**src/rtl/pc_sequencer_pkg.sv**
```systemverilog
// pc_seq_pkg: shared FSM state type and default constants for the PC sequencer
package pc_seq_pkg;
  typedef enum logic [1:0] {BOOT, RUN, HALT, ISR_ENTRY} state_t;
  localparam int PC_W_DEF = 8;
  localparam logic [7:0] RESET_VEC_DEF = 8'h00;
  localparam logic [7:0] IRQ_VEC_DEF = 8'h04;
endpackage

```
**src/rtl/pc_sequencer_if.sv**
```systemverilog
// pc_sequencer_if: decode/execute-side request bus and PC-register-side result bus of the sequencer
interface pc_sequencer_if import pc_seq_pkg::*; #(parameter int PC_W = PC_W_DEF) ();
  logic [PC_W-1:0] i_pc;
  logic            i_stall;
  logic            i_branch_taken;
  logic [PC_W-1:0] i_branch_target;
  logic            i_jump;
  logic            i_call;
  logic [PC_W-1:0] i_jump_target;
  logic            i_ret;
  logic            i_iret;
  logic            i_halt;
  logic            i_irq;
  logic [PC_W-1:0] o_pc_next;
  logic            o_flush;
  logic            o_irq_ack;
  logic            o_in_isr;
  logic            o_halted;
  logic            o_ras_err;
  modport master (
    output i_pc, i_stall, i_branch_taken, i_branch_target, i_jump, i_call,
           i_jump_target, i_ret, i_iret, i_halt, i_irq,
    input  o_pc_next, o_flush, o_irq_ack, o_in_isr, o_halted, o_ras_err
  );
  modport slave (
    input  i_pc, i_stall, i_branch_taken, i_branch_target, i_jump, i_call,
           i_jump_target, i_ret, i_iret, i_halt, i_irq,
    output o_pc_next, o_flush, o_irq_ack, o_in_isr, o_halted, o_ras_err
  );
endinterface

```
**src/rtl/pc_sequencer_ras.sv**
```systemverilog
// pc_ras: circular return-address stack; a push when full overwrites the oldest entry
module pc_ras #(
  parameter int DEPTH = 4,
  parameter int W     = 8
) (
  input  logic         clk,
  input  logic         rst,
  input  logic         i_push,
  input  logic         i_pop,
  input  logic [W-1:0] i_data,
  output logic [W-1:0] o_top,
  output logic         o_full,
  output logic         o_empty
);
  localparam int PW = (DEPTH > 1) ? $clog2(DEPTH) : 1;
  localparam int CW = $clog2(DEPTH + 1);
  logic [W-1:0]  r_mem [DEPTH];
  logic [PW-1:0] r_ptr;
  logic [CW-1:0] r_cnt;
  logic          w_do_pop;
  logic          w_do_push;
  assign o_full    = r_cnt == CW'(DEPTH);
  assign o_empty   = r_cnt == '0;
  assign o_top     = r_mem[r_ptr - 1'b1];
  assign w_do_pop  = i_pop && !o_empty;
  assign w_do_push = i_push && !w_do_pop;
  // write pointer and occupancy; occupancy saturates at DEPTH while the pointer keeps wrapping
  always_ff @(posedge clk) begin
    if (!rst) begin
      r_ptr <= '0;
      r_cnt <= '0;
    end else if (w_do_pop) begin
      r_ptr <= r_ptr - 1'b1;
      r_cnt <= r_cnt - 1'b1;
    end else if (w_do_push) begin
      r_ptr <= r_ptr + 1'b1;
      r_cnt <= o_full ? r_cnt : r_cnt + 1'b1;
    end
  end
  // entry storage, written at the pointer slot (the oldest entry once full)
  always_ff @(posedge clk) begin
    if (rst && w_do_push) r_mem[r_ptr] <= i_data;
  end
endmodule

```
**src/rtl/pc_sequencer.sv**
```systemverilog
// pc_sequencer: next-PC selection with boot/halt/interrupt sequencing; PC_RAS_EN adds a hardware return-address stack
module pc_sequencer import pc_seq_pkg::*; #(
  parameter int              PC_W      = PC_W_DEF,
  parameter logic [PC_W-1:0] RESET_VEC = PC_W'(RESET_VEC_DEF),
  parameter logic [PC_W-1:0] IRQ_VEC   = PC_W'(IRQ_VEC_DEF),
  parameter int              RAS_DEPTH = 4
) (
  input logic          clk,
  input logic          rst,
  pc_sequencer_if.slave bus
);
  if (RAS_DEPTH < 2 || (RAS_DEPTH & (RAS_DEPTH - 1)) != 0) begin : g_bad_depth
    $error("RAS_DEPTH must be a power of two of at least 2");
  end
  state_t          r_state;
  state_t          w_state_nx;
  logic [PC_W-1:0] r_epc;
  logic            r_in_isr;
  logic [PC_W-1:0] w_pc_inc;
  logic [PC_W-1:0] w_pc_next;
  logic [PC_W-1:0] w_epc_d;
  logic            w_epc_we;
  logic            w_isr_set;
  logic            w_isr_clr;
  logic            w_flush;
  logic            w_irq_ack;
  logic            w_ras_err;
`ifdef PC_RAS_EN
  logic            w_push;
  logic            w_pop;
  logic [PC_W-1:0] w_ras_top;
  logic            w_ras_full;
  logic            w_ras_empty;
  pc_ras #(.DEPTH(RAS_DEPTH), .W(PC_W)) u_ras (
    .clk     (clk),
    .rst     (rst),
    .i_push  (w_push),
    .i_pop   (w_pop),
    .i_data  (w_pc_inc),
    .o_top   (w_ras_top),
    .o_full  (w_ras_full),
    .o_empty (w_ras_empty)
  );
`endif
  assign w_pc_inc = bus.i_pc + 1'b1;
  // state, saved return PC and handler-active flag
  always_ff @(posedge clk) begin
    if (!rst) begin
      r_state  <= BOOT;
      r_epc    <= '0;
      r_in_isr <= 1'b0;
    end else begin
      r_state <= w_state_nx;
      if (w_epc_we) r_epc <= w_epc_d;
      if (w_isr_set) r_in_isr <= 1'b1;
      else if (w_isr_clr) r_in_isr <= 1'b0;
    end
  end
  // next-state and next-PC selection; redirects in RUN are taken in fixed priority order
  always_comb begin
    w_state_nx = r_state;
    w_pc_next  = bus.i_pc;
    w_epc_d    = bus.i_pc;
    w_epc_we   = 1'b0;
    w_isr_set  = 1'b0;
    w_isr_clr  = 1'b0;
    w_flush    = 1'b0;
    w_irq_ack  = 1'b0;
    w_ras_err  = 1'b0;
`ifdef PC_RAS_EN
    w_push     = 1'b0;
    w_pop      = 1'b0;
`endif
    case (r_state)
      BOOT: begin
        w_pc_next  = RESET_VEC;
        w_state_nx = RUN;
      end
      ISR_ENTRY: begin
        w_irq_ack  = 1'b1;
        w_isr_set  = 1'b1;
        w_state_nx = RUN;
      end
      HALT: begin
        if (bus.i_irq && !r_in_isr) begin
          w_epc_we   = 1'b1;
          w_epc_d    = w_pc_inc;
          w_pc_next  = IRQ_VEC;
          w_flush    = 1'b1;
          w_state_nx = ISR_ENTRY;
        end
      end
      default: begin
        if (!bus.i_stall) begin
          if (bus.i_irq && !r_in_isr) begin
            w_epc_we   = 1'b1;
            w_pc_next  = IRQ_VEC;
            w_flush    = 1'b1;
            w_state_nx = ISR_ENTRY;
          end else if (bus.i_iret && r_in_isr) begin
            w_pc_next = r_epc;
            w_isr_clr = 1'b1;
            w_flush   = 1'b1;
          end else if (bus.i_ret) begin
            w_flush   = 1'b1;
`ifdef PC_RAS_EN
            w_pc_next = w_ras_empty ? bus.i_jump_target : w_ras_top;
            w_ras_err = w_ras_empty;
            w_pop     = !w_ras_empty;
`else
            w_pc_next = bus.i_jump_target;
`endif
          end else if (bus.i_call || bus.i_jump) begin
            w_pc_next = bus.i_jump_target;
            w_flush   = 1'b1;
`ifdef PC_RAS_EN
            w_push    = bus.i_call;
            w_ras_err = bus.i_call && w_ras_full;
`endif
          end else if (bus.i_branch_taken) begin
            w_pc_next = bus.i_branch_target;
            w_flush   = 1'b1;
          end else if (bus.i_halt) begin
            w_state_nx = HALT;
          end else begin
            w_pc_next = w_pc_inc;
          end
        end
      end
    endcase
    if (!rst) begin
      w_pc_next = RESET_VEC;
      w_flush   = 1'b0;
      w_irq_ack = 1'b0;
      w_ras_err = 1'b0;
    end
  end
  assign bus.o_pc_next = w_pc_next;
  assign bus.o_flush   = w_flush;
  assign bus.o_irq_ack = w_irq_ack;
  assign bus.o_in_isr  = r_in_isr;
  assign bus.o_halted  = r_state == HALT;
  assign bus.o_ras_err = w_ras_err;
endmodule

```
**src/flat_wrapper.sv**
```systemverilog
// flat-port wrapper written by rule: the top's interface ports become plain ports
module pc_sequencer_flat import pc_seq_pkg::*;
#(
  parameter int              PC_W      = PC_W_DEF,
  parameter logic [PC_W-1:0] RESET_VEC = PC_W'(RESET_VEC_DEF),
  parameter logic [PC_W-1:0] IRQ_VEC   = PC_W'(IRQ_VEC_DEF),
  parameter int              RAS_DEPTH = 4
)
  (clk, rst, bus_i_pc, bus_i_stall, bus_i_branch_taken, bus_i_branch_target, bus_i_jump, bus_i_call, bus_i_jump_target, bus_i_ret, bus_i_iret, bus_i_halt, bus_i_irq, bus_o_pc_next, bus_o_flush, bus_o_irq_ack, bus_o_in_isr, bus_o_halted, bus_o_ras_err);
  pc_sequencer_if #(.PC_W(PC_W)) bus_i ();
  input logic clk;
  input logic rst;
  input wire logic [$bits(bus_i.i_pc)-1:0] bus_i_pc;
  input wire logic [$bits(bus_i.i_stall)-1:0] bus_i_stall;
  input wire logic [$bits(bus_i.i_branch_taken)-1:0] bus_i_branch_taken;
  input wire logic [$bits(bus_i.i_branch_target)-1:0] bus_i_branch_target;
  input wire logic [$bits(bus_i.i_jump)-1:0] bus_i_jump;
  input wire logic [$bits(bus_i.i_call)-1:0] bus_i_call;
  input wire logic [$bits(bus_i.i_jump_target)-1:0] bus_i_jump_target;
  input wire logic [$bits(bus_i.i_ret)-1:0] bus_i_ret;
  input wire logic [$bits(bus_i.i_iret)-1:0] bus_i_iret;
  input wire logic [$bits(bus_i.i_halt)-1:0] bus_i_halt;
  input wire logic [$bits(bus_i.i_irq)-1:0] bus_i_irq;
  output wire logic [$bits(bus_i.o_pc_next)-1:0] bus_o_pc_next;
  output wire logic [$bits(bus_i.o_flush)-1:0] bus_o_flush;
  output wire logic [$bits(bus_i.o_irq_ack)-1:0] bus_o_irq_ack;
  output wire logic [$bits(bus_i.o_in_isr)-1:0] bus_o_in_isr;
  output wire logic [$bits(bus_i.o_halted)-1:0] bus_o_halted;
  output wire logic [$bits(bus_i.o_ras_err)-1:0] bus_o_ras_err;
  assign bus_i.i_pc = bus_i_pc;
  assign bus_i.i_stall = bus_i_stall;
  assign bus_i.i_branch_taken = bus_i_branch_taken;
  assign bus_i.i_branch_target = bus_i_branch_target;
  assign bus_i.i_jump = bus_i_jump;
  assign bus_i.i_call = bus_i_call;
  assign bus_i.i_jump_target = bus_i_jump_target;
  assign bus_i.i_ret = bus_i_ret;
  assign bus_i.i_iret = bus_i_iret;
  assign bus_i.i_halt = bus_i_halt;
  assign bus_i.i_irq = bus_i_irq;
  assign bus_o_pc_next = bus_i.o_pc_next;
  assign bus_o_flush = bus_i.o_flush;
  assign bus_o_irq_ack = bus_i.o_irq_ack;
  assign bus_o_in_isr = bus_i.o_in_isr;
  assign bus_o_halted = bus_i.o_halted;
  assign bus_o_ras_err = bus_i.o_ras_err;
  pc_sequencer #(.PC_W(PC_W), .RESET_VEC(RESET_VEC), .IRQ_VEC(IRQ_VEC), .RAS_DEPTH(RAS_DEPTH)) u_core (.clk(clk), .rst(rst), .bus(bus_i));
endmodule
```
**config.mk**
```make
export PLATFORM = sky130hd
export DESIGN_NAME = pc_sequencer_flat
export DESIGN_NICKNAME = d
export VERILOG_FILES = /design/src/rtl/pc_sequencer_pkg.sv /design/src/rtl/pc_sequencer_if.sv /design/src/rtl/pc_sequencer_ras.sv /design/src/rtl/pc_sequencer.sv /design/src/flat_wrapper.sv
export SDC_FILE = /design/constraint.sdc
export NUM_CORES = 1
export LEC_CHECK = 0
export CORE_MARGIN = 2
export CORE_UTILIZATION = 40
export DETAILED_ROUTE_END_ITERATION = 10
export GPL_ROUTABILITY_DRIVEN = 0
export PLACE_DENSITY_LB_ADDON = 0.05
export RECOVER_POWER = 25
export SLEW_MARGIN = 20
export SYNTH_ARGS = -nofsm -noshare
export SYNTH_HDL_FRONTEND = slang
export SYNTH_SLANG_ARGS = --single-unit
```
**constraint.sdc**
```tcl
create_clock -name clk -period 2.8 [get_ports clk]
set_input_delay 0.56 -clock clk [delete_from_list [all_inputs] [get_ports clk]]
set_output_delay 0.56 -clock clk [all_outputs]
set_load 0.03 [all_outputs]
```
Word level (Yosys, flattened, before mapping). Cells that the tools add are included.

Output and inout bits: 13. Bits in read-only memories: 0. Word-level logic and storage cells: 62. Bits in writable memories: 0. Register bits after elaboration: 11. Memories: 0. Bits in latches: 0. Bits of input ports: 34.

$lt $le $gt $ge: 0. Reductions and logical operators: 10. Shift operators: 0. Bitwise gates (word level): 0. Add/subtract/negate cells: 1. Muxes and demuxes: 40. Equality and inequality tests: 8. Divide/modulo/power cells: 0. Multipliers: 0.

Operators with widths (number): 8-bit 2-to-1 mux (11); 8-bit case mux with 3 select lines (1); 1-bit 2-to-1 mux (17); 2-bit 2-to-1 mux (8); 3-bit by 2-bit inequality test with 1-bit output, second input constant (5); 8-bit by 1-bit adder with 8-bit output, second input constant (1); 7-bit AND reduction (1); 2-bit == test, second input constant (2); 1-bit case mux with 2 select lines (2); 2-bit case mux with 2 select lines (1); 3-bit nonzero test (1); 3-bit OR reduction (1); 1-bit logical AND (2); 2-bit zero test (1); 2-bit by 1-bit inequality test with 1-bit output, second input constant (1); 2-bit nonzero test (1); 2-bit OR reduction (1); 1-bit zero test (1); 1-bit logical OR (1).

Logic depth before layout (Yosys ltp). Gate-level depths: netlist (run 1).

Depth in word-level cells: 10. Mapped depth: 8. Depth with buffers taken out: 7.

Worst setup path after synthesis (run 1). Ideal clock, no wire load.

Kind: reg-to-output. From: reg u_core.r_in_isr (netlist: u_core.bus.o_in_isr). To: out bus_o_pc_next[0]. Buffers on the path: 1. Stages on the path, launching flop included: 6. Data arrival time: 2041 ps. Required time: 2240 ps. Path slack: 199 ps. Cells stage by stage: dfxtp_1 > nand2_1 > buf_4 > nor3b_1 > a21oi_1 > a311oi_1.

Cells in the longest elaborated chain, start to end: 6. Elaborated cells on any way between the ends: 9. Classes of those cells: mux (6); reduce/logical (3).

Ends and longest elaborated chain: from (decl) (RTL line pc_sequencer.sv:18) `logic r_in_isr;`; from (signal assigned) (RTL line pc_sequencer.sv:51) `r_in_isr <= 1'b0;`; from (signal assigned) (RTL line pc_sequencer.sv:55) `if (w_isr_set) r_in_isr <= 1'b1;`; from (signal assigned) (RTL line pc_sequencer.sv:56) `else if (w_isr_clr) r_in_isr <= 1'b0;`; 1-bit logical AND / 1-bit zero test (equally long branches) (RTL line pc_sequencer.sv:100, pc_sequencer.sv:85, pc_sequencer.sv:95); 8-bit 2-to-1 mux / 1-bit logical AND (equally long branches) (RTL line pc_sequencer.sv:100, pc_sequencer.sv:85, pc_sequencer.sv:95); 8-bit 2-to-1 mux (RTL line pc_sequencer.sv:95) `if (bus.i_irq && !r_in_isr) begin`; 8-bit 2-to-1 mux (RTL line pc_sequencer.sv:94) `if (!bus.i_stall) begin`; 8-bit case mux with 3 select lines (*) (RTL line pc_sequencer.sv:74) `case (r_state)`; 8-bit 2-to-1 mux (*) (RTL line pc_sequencer.sv:131) `if (!rst) begin`; to (decl) (RTL line flat_wrapper.sv:24) `output wire logic [$bits(bus_i.o_pc_next)-1:0] bus_o_pc_next;`.

Every way passes the cells marked *; elsewhere a longest branch is shown, timed or not.

Final worst setup path (run 1).
From: in bus_i_pc[3]. To: out bus_o_pc_next[4].

Cells in the longest elaborated chain, start to end: 10.

Ends and longest elaborated chain: from (decl) (RTL line flat_wrapper.sv:13) `input wire logic [$bits(bus_i.i_pc)-1:0] bus_i_pc;`; 8-bit by 1-bit adder with 8-bit output (RTL line pc_sequencer.sv:45) `assign w_pc_inc = bus.i_pc + 1'b1;`; 8-bit 2-to-1 mux (RTL line pc_sequencer.sv:123) `end else if (bus.i_halt) begin`; 8-bit 2-to-1 mux (RTL line pc_sequencer.sv:120) `end else if (bus.i_branch_taken) begin`; 8-bit 2-to-1 mux (RTL line pc_sequencer.sv:113) `end else if (bus.i_call || bus.i_jump) begin`; 8-bit 2-to-1 mux (RTL line pc_sequencer.sv:104) `end else if (bus.i_ret) begin`; 8-bit 2-to-1 mux (RTL line pc_sequencer.sv:100) `end else if (bus.i_iret && r_in_isr) begin`; 8-bit 2-to-1 mux (RTL line pc_sequencer.sv:95); 8-bit 2-to-1 mux (RTL line pc_sequencer.sv:94); 8-bit case mux with 3 select lines (RTL line pc_sequencer.sv:74); 8-bit 2-to-1 mux (RTL line pc_sequencer.sv:131).

Every way passes these cells.

==> impl_metrics.toml, run 1 <==
[timing]
timing.fmax_mhz = 365
setup_viol = 0
grt_setup_unrepaired = "yes"
relSlewSlack_pct = 63.0
period_share_pct = 97.7
hold_viol_final = 0
finalMaxSlewViolations = 0
worst_pin_slew_ns = 0.554
period_minus_slack_ns = 2.74
setup_slack_ns = 0.0639
finClkSkew_ns = 0.00491
finalSetupTns_ns = 0

[synth]
yosysUniqueCellTypes = 52
yosysWarnings = 0
synth-main-ff-cell = "dfxtp_1"
synthTopCellsByArea = "dfxtp_1 (16%), a21oi_1 (7.1%), nand2_1 (6.9%)"
syn_area_per_cell_um2 = 7.13
ys_seq_elements = 11
seq_area_frac_synth_pct = 15.6
synth_top_area_cell = "dfxtp_1"
syn_nets = 237
mappedNetlistArea_mm2 = 0.00141
synthArstFlopShare_pct = 0
yosysMostFrequentCell = "nand2_1"
synth_edf_count = 0
netlist.area_leader.share_pct = 15.6
synth_common_cells = "nand2_1 (26), a21oi_1 (20), o21ai_0 (17), dfxtp_1 (11), nor2_1 (10)"
synth_cells = 198

[routing]
drtPass1Iterations = 4
detail_route.vias_per_cell = 5.43
drtIter0Drc = 169
routed_wl_um = 4500
remaining_drc_errors = 0
antenna_left = 0
num_vias = 1668
routedWlPerCell_um = 14.7

[die]
die_w_um = 63.4
pin_count = 47
dieHeight_um = 63.4
initial_core_util_pct = 42.0
coreArea_mm2 = 0.00336
die-area_mm2 = 0.00402
fp-row-count = 21

[global_route]
grt-ovfl-total = 0
grt_max_degree = 22
grt_use_total_pct = 22.5
antenna_found_initial = 0
grt_pass1_wl_um = 7260
grt_pass1_vias = 1514

[worst_setup_path]
reg2reg_depth = 8
crit_slowest_cell = "clkdlybuf4s50_1"
cp_cell_sequence = "clkdlybuf4s50_1 -> buf_4 -> nand4b_1 -> xor2_1 -> o211ai_1 -> o21ai_0 -> a31oi_1 -> buf_4"
critPathRequiredTime_ns = 2.24
crit_type = "in -> out"
rr_startpoint = "u_core.r_state[0]"
worstSetupEndpointType = "output pin"
crit_path_max_incr_delay_ns = 0.47
cp_common_cell = "buf_4"
start_kind = "input pin"
crit_arrival_ns = 2.18
path_max_fanout = 6
ff2ff_setup_slack_ns = 0.57
rr_endpoint = "u_core.r_epc[1]"

[power_and_ir_drop]
intPower_w = 0.000408
ir_drop_v = 0.000261
clkPwrFrac_pct = 16.1
combPwrFrac_pct = 56.9
switching_share_pct = 41.2
cellLeakagePower_nw = 0.842
p_per_area_mw_per_mm2 = 339
seqPwrFrac_pct = 26.9
p_sw_w = 0.000286

[clocking]
cts-root-buf = "clkbuf_4"
cts_tree = "yes"
clockBufferDepth = 2
cts_made_buffers = 3
clock-sinks = 11
clock_latency_ns = 0.28
cts_max_level = 1
cts.clk_slew.worst_paths_ns = 0.07

[hold_path]
min_to = "u_core.r_epc[7]"
min_path_type = "reg -> reg"
hold_depth = 2
holdCritStartpoint = "u_core.r_epc[7]"

[final_layout]
nNetsFinal = 301
syn2layout_area_growth_pct = 45.0
fillers = 354
antenna-diode-count = 0
drive_above_1_share_pct = 22.2

[placement]
place_ws_ns = -0.148
port_buffers = 45
hpwl_um = 3640

[job]
max_cap_viol_count = 0

[status]
status = "completed"
[cell families after synthesis]
| logic type | count (synthesis) | share of synthesized area, % |
|---|---|---|
| AND/OR/NAND/NOR | 73 | 28.3 |
| AO/OA/AOI/OAI | 69 | 32.2 |
| buffers and inverters | 25 | 10.4 |
| XOR/XNOR | 12 | 7.45 |
| flip-flops | 11 | 15.6 |
| adder cells (fa/ha/maj) | 5 | 4.43 |
| multiplexers | 2 | 1.42 |
| other | 1 | 0.266 |
[worst max-delay path by stage]
stage / cells after the start / slack [ns] / from / end
6_report: 8 / 0.06 / bus_i_pc[3] / bus_o_pc_next[4]
5_1_grt: 7 / -0.02 / bus_i_stall / bus_o_pc_next[5]
4_1_cts: 7 / -0.02 / bus_i_call / bus_o_pc_next[6]
3_5_place_dp: 7 / -0.15 / bus_i_jump / bus_o_pc_next[6]
3_3_place_gp: 7 / -0.05 / bus_i_jump / bus_o_pc_next[6]
2_1_floorplan: 5 / 0.20 / u_core.bus.o_in_isr / bus_o_pc_next[0]
[routing by layer]
layer	routed length, um	GRT usage (%)	vias up
met5	0	0	-
met4	6	4.62	0
met3	261	5.00	2
met2	2170	36.6	52
met1	2060	30.5	764
li1	-	-	850
[area by class of cell]
class	count	area, um2	area share [%]
multi-input combinational	162	1050	51.4
timing repair buffer	78	668	32.6
sequential	11	220	10.8
tap	46	57.6	2.81
clock buffer	4	26.3	1.28
inverter	6	22.5	1.10
[power groups by stage]
stage / clock network [W] / logic (W) / registers, W
after floorplan: 0 / 0.000249 / 0.000189
after global placement: 0 / 0.000387 / 0.000189
after detailed placement: 0 / 0.000395 / 0.000190
after CTS: 0.000117 / 0.000396 / 0.000186
after global routing: 0.000124 / 0.000431 / 0.000190
final: 0.000112 / 0.000395 / 0.000187
[through the flow]
step	std cells	power [W]	util [%]	hold slack, ns	cell area [um2]
2_1_floorplan	198	0.000438	-	0.452	1410
5_1_grt	307	0.000745	60.9	0.546	2050
3_5_place_dp	301	0.000585	59.6	0.489	2010
3_3_place_gp	301	0.000577	59.6	0.485	2010
6_report	307	0.000694	60.9	0.500	2050
4_1_cts	307	0.000699	60.9	0.499	2050
[critical path, delay by kind of cell]
kind | cells | cell delay (ns)
xor gates and xnor gates | 1 | 0.17
and+or+nand+nor | 1 | 0.14
buffers and inverters | 3 | 0.80
AOI/OAI and AO/OA | 3 | 0.50
[what timing repair did]
action,4_1_cts,5_1_grt
resized for setup,9,3
pin swaps,3,1
hold buffers,0,0
cloned,0,0
setup endpoints to repair,6,6
setup buffers,2,0
[sequential cells by signal (all words and copies together) (netlist names)]
register / count
u_core.bus.o_in_isr: 1
u_core.r_epc: 8
u_core.r_state: 2
[cells in the final DEF (no fill, tap or decap), types with 5 or more instances in the layout]
cell             count
nand3_1              9
o211ai_1             5
clkdlybuf4s50_1     29
xor2_1               7
nor2_1               9
xnor2_1              5
inv_1                5
buf_4               42
dfxtp_1             11
o21ai_0             16
nand2_1             26
a21oi_1             21
dlygate4sd2_1        6
Power figures use the tool's default switching activity.
==> inputs of run 2 (changes only) <==
Settings changed: CORE_MARGIN 2 to default.
==> run 2 against run 1 <==
Net effect:
- utilization increased by 2.7 points
- power grew 3.9%
- combinational power grew 7.8%
- worst setup slack better by 0.0013 ns
- flip-flop and latch count stayed put
- first-iteration DRC count down 25%
- cell count increased by 0.33%
==> impl_metrics.toml, run 2 (synthesis gave the netlist of run 1 again) <==
[job]
max_cap_viol_count = 0

[routing]
routed_wl_um = 4590
routedWlPerCell_um = 14.9
antenna_left = 0
detail_route.vias_per_cell = 5.71
remaining_drc_errors = 0
num_vias = 1759
drtIter0Drc = 126
drtPass1Iterations = 4

[global_route]
grt_max_degree = 14
antenna_found_initial = 0
grt_pass1_wl_um = 7250
grt_use_total_pct = 26.1
grt_pass1_vias = 1606
grt-ovfl-total = 0

[power_and_ir_drop]
p_per_area_mw_per_mm2 = 337
cellLeakagePower_nw = 0.863
ir_drop_v = 0.000332

[worst_setup_path]
critPathRequiredTime_ns = 2.24
rr_endpoint = "u_core.r_epc[1]"
crit_path_start = "bus_i_irq"
reg2reg_depth = 8
crit_end = "bus_o_pc_next[0]"
crit_arrival_ns = 2.17
worstSetupEndpointType = "output pin"
crit_slowest_cell = "clkdlybuf4s50_1"
rr_startpoint = "u_core.r_state[0]"
ff2ff_setup_slack_ns = 0.87
start_kind = "input pin"
cp_cell_sequence = "clkdlybuf4s50_1 -> nor2b_4 -> a211oi_1 -> buf_4 -> o211ai_1 -> a311oi_1 -> buf_4"
crit_type = "in -> out"
cp_common_cell = "buf_4"
crit_path_max_incr_delay_ns = 0.43
path_max_fanout = 4

[clocking]
cts-root-buf = "clkbuf_4"
cts_made_buffers = 3
cts_tree = "yes"
cts_max_level = 1
clock_latency_ns = 0.27
cts_hold_buf = 0
clock-sinks = 11
clockBufferDepth = 2
cts.clk_slew.worst_paths_ns = 0.07

[final_layout]
drive_above_1_share_pct = 27.1
nNetsFinal = 302
antenna-diode-count = 0
syn2layout_area_growth_pct = 51.5
mostFrequentLayoutCells = "buf_4 (41), clkdlybuf4s50_1 (30), nand2_1 (23)"
final_cells = 308
final_common_cell = "buf_4"
largest_reg_flops = 8
regMostFlops = "u_core.r_epc"

[timing]
timing.fmax_mhz = 366
setup_viol = 0
grt_setup_unrepaired = "yes"
finalSetupTns_ns = 0
hold_viol_final = 0
finalMaxSlewViolations = 0
finClkSkew_ns = 0.00331
period_minus_slack_ns = 2.73
period_share_pct = 97.7

[die]
fp-row-count = 21
die_w_um = 61.4
initial_core_util_pct = 42.0
coreArea_mm2 = 0.00336
pin_count = 47
die-area_mm2 = 0.00377
dieHeight_um = 61.4

[placement]
port_buffers = 45
dp.cells = 302
hpwl_um = 3590

[status]
status = "completed"

[hold_path]
min_path_type = "reg -> reg"
-- run 2: changes by cell type in the layout (fill, tap and decap cells not counted), sizes merged --
cell           change
dlygate4sd3        -1
buf                +1
clkdlybuf4s50      +1
-- run 2: metal layers --
layer  vias up  GRT usage [%]  part of all wire, %
li1        854              -                    -
met1       806           36.3                   43
met2        91           40.7                   47
met3         8           4.41                  7.9
met4         0           9.21                  2.0
met5         -              0                    0
-- run 2: worst min path at each step --
stage,end,startpoint,cells past startpoint
2_1_floorplan,u_core.r_epc[0],u_core.r_epc[0],2
4_1_cts,u_core.r_epc[7],u_core.r_epc[7],2
3_3_place_gp,u_core.r_epc[0],u_core.r_epc[0],2
5_1_grt,u_core.r_epc[2],u_core.r_epc[2],2
3_5_place_dp,u_core.r_epc[0],u_core.r_epc[0],2
6_report,u_core.r_epc[7],u_core.r_epc[7],2
-- run 2: cell type report --
cell class                 count  area, um2
clock buffer                   4       26.3
timing repair buffer          79        687
inverter                       6       25.0
fill                         327       1220
multi-input combinational    162       1120
tap                           46       57.6
sequential                    11        220
-- run 2: stage by stage --
step | instance area [um2] | hold slack (ns) | setup WS [ns] | power, W | utilization (%)
floorplan | 1410 | 0.452 | 0.199 | 0.000438 | -
global placement | 2010 | 0.484 | -0.0543 | 0.000583 | 59.9
detailed placement | 2010 | 0.482 | -0.127 | 0.000592 | 59.9
CTS | 2090 | 0.500 | 0.0326 | 0.000707 | 62.1
global route | 2140 | 0.532 | -0.00115 | 0.000773 | 63.6
finish | 2140 | 0.497 | 0.0652 | 0.000721 | 63.6
-- run 2: power by group --
part / internal (W) / switching [W] / total [W]
clock network: 0.0000552 / 0.0000513 / 0.000106
registers: 0.000175 / 0.0000136 / 0.000188
logic: 0.000197 / 0.000229 / 0.000426
-- run 2: timing repair --
action                                 in CTS  in global routing
gates resized for setup                    15                 15
pin swaps                                   5                  4
endpoints found under the hold margin       0                  0
setup endpoints to repair                   4                  7
buffers inserted                            2                  0
-- run 2: critical path: cells and delay by family --
| family | cells | cell delay (ns) |
|---|---|---|
| AND/OR/NAND/NOR | 1 | 0.17 |
| buffers and inverters | 3 | 0.81 |
| AO/OA/AOI/OAI | 3 | 0.64 |
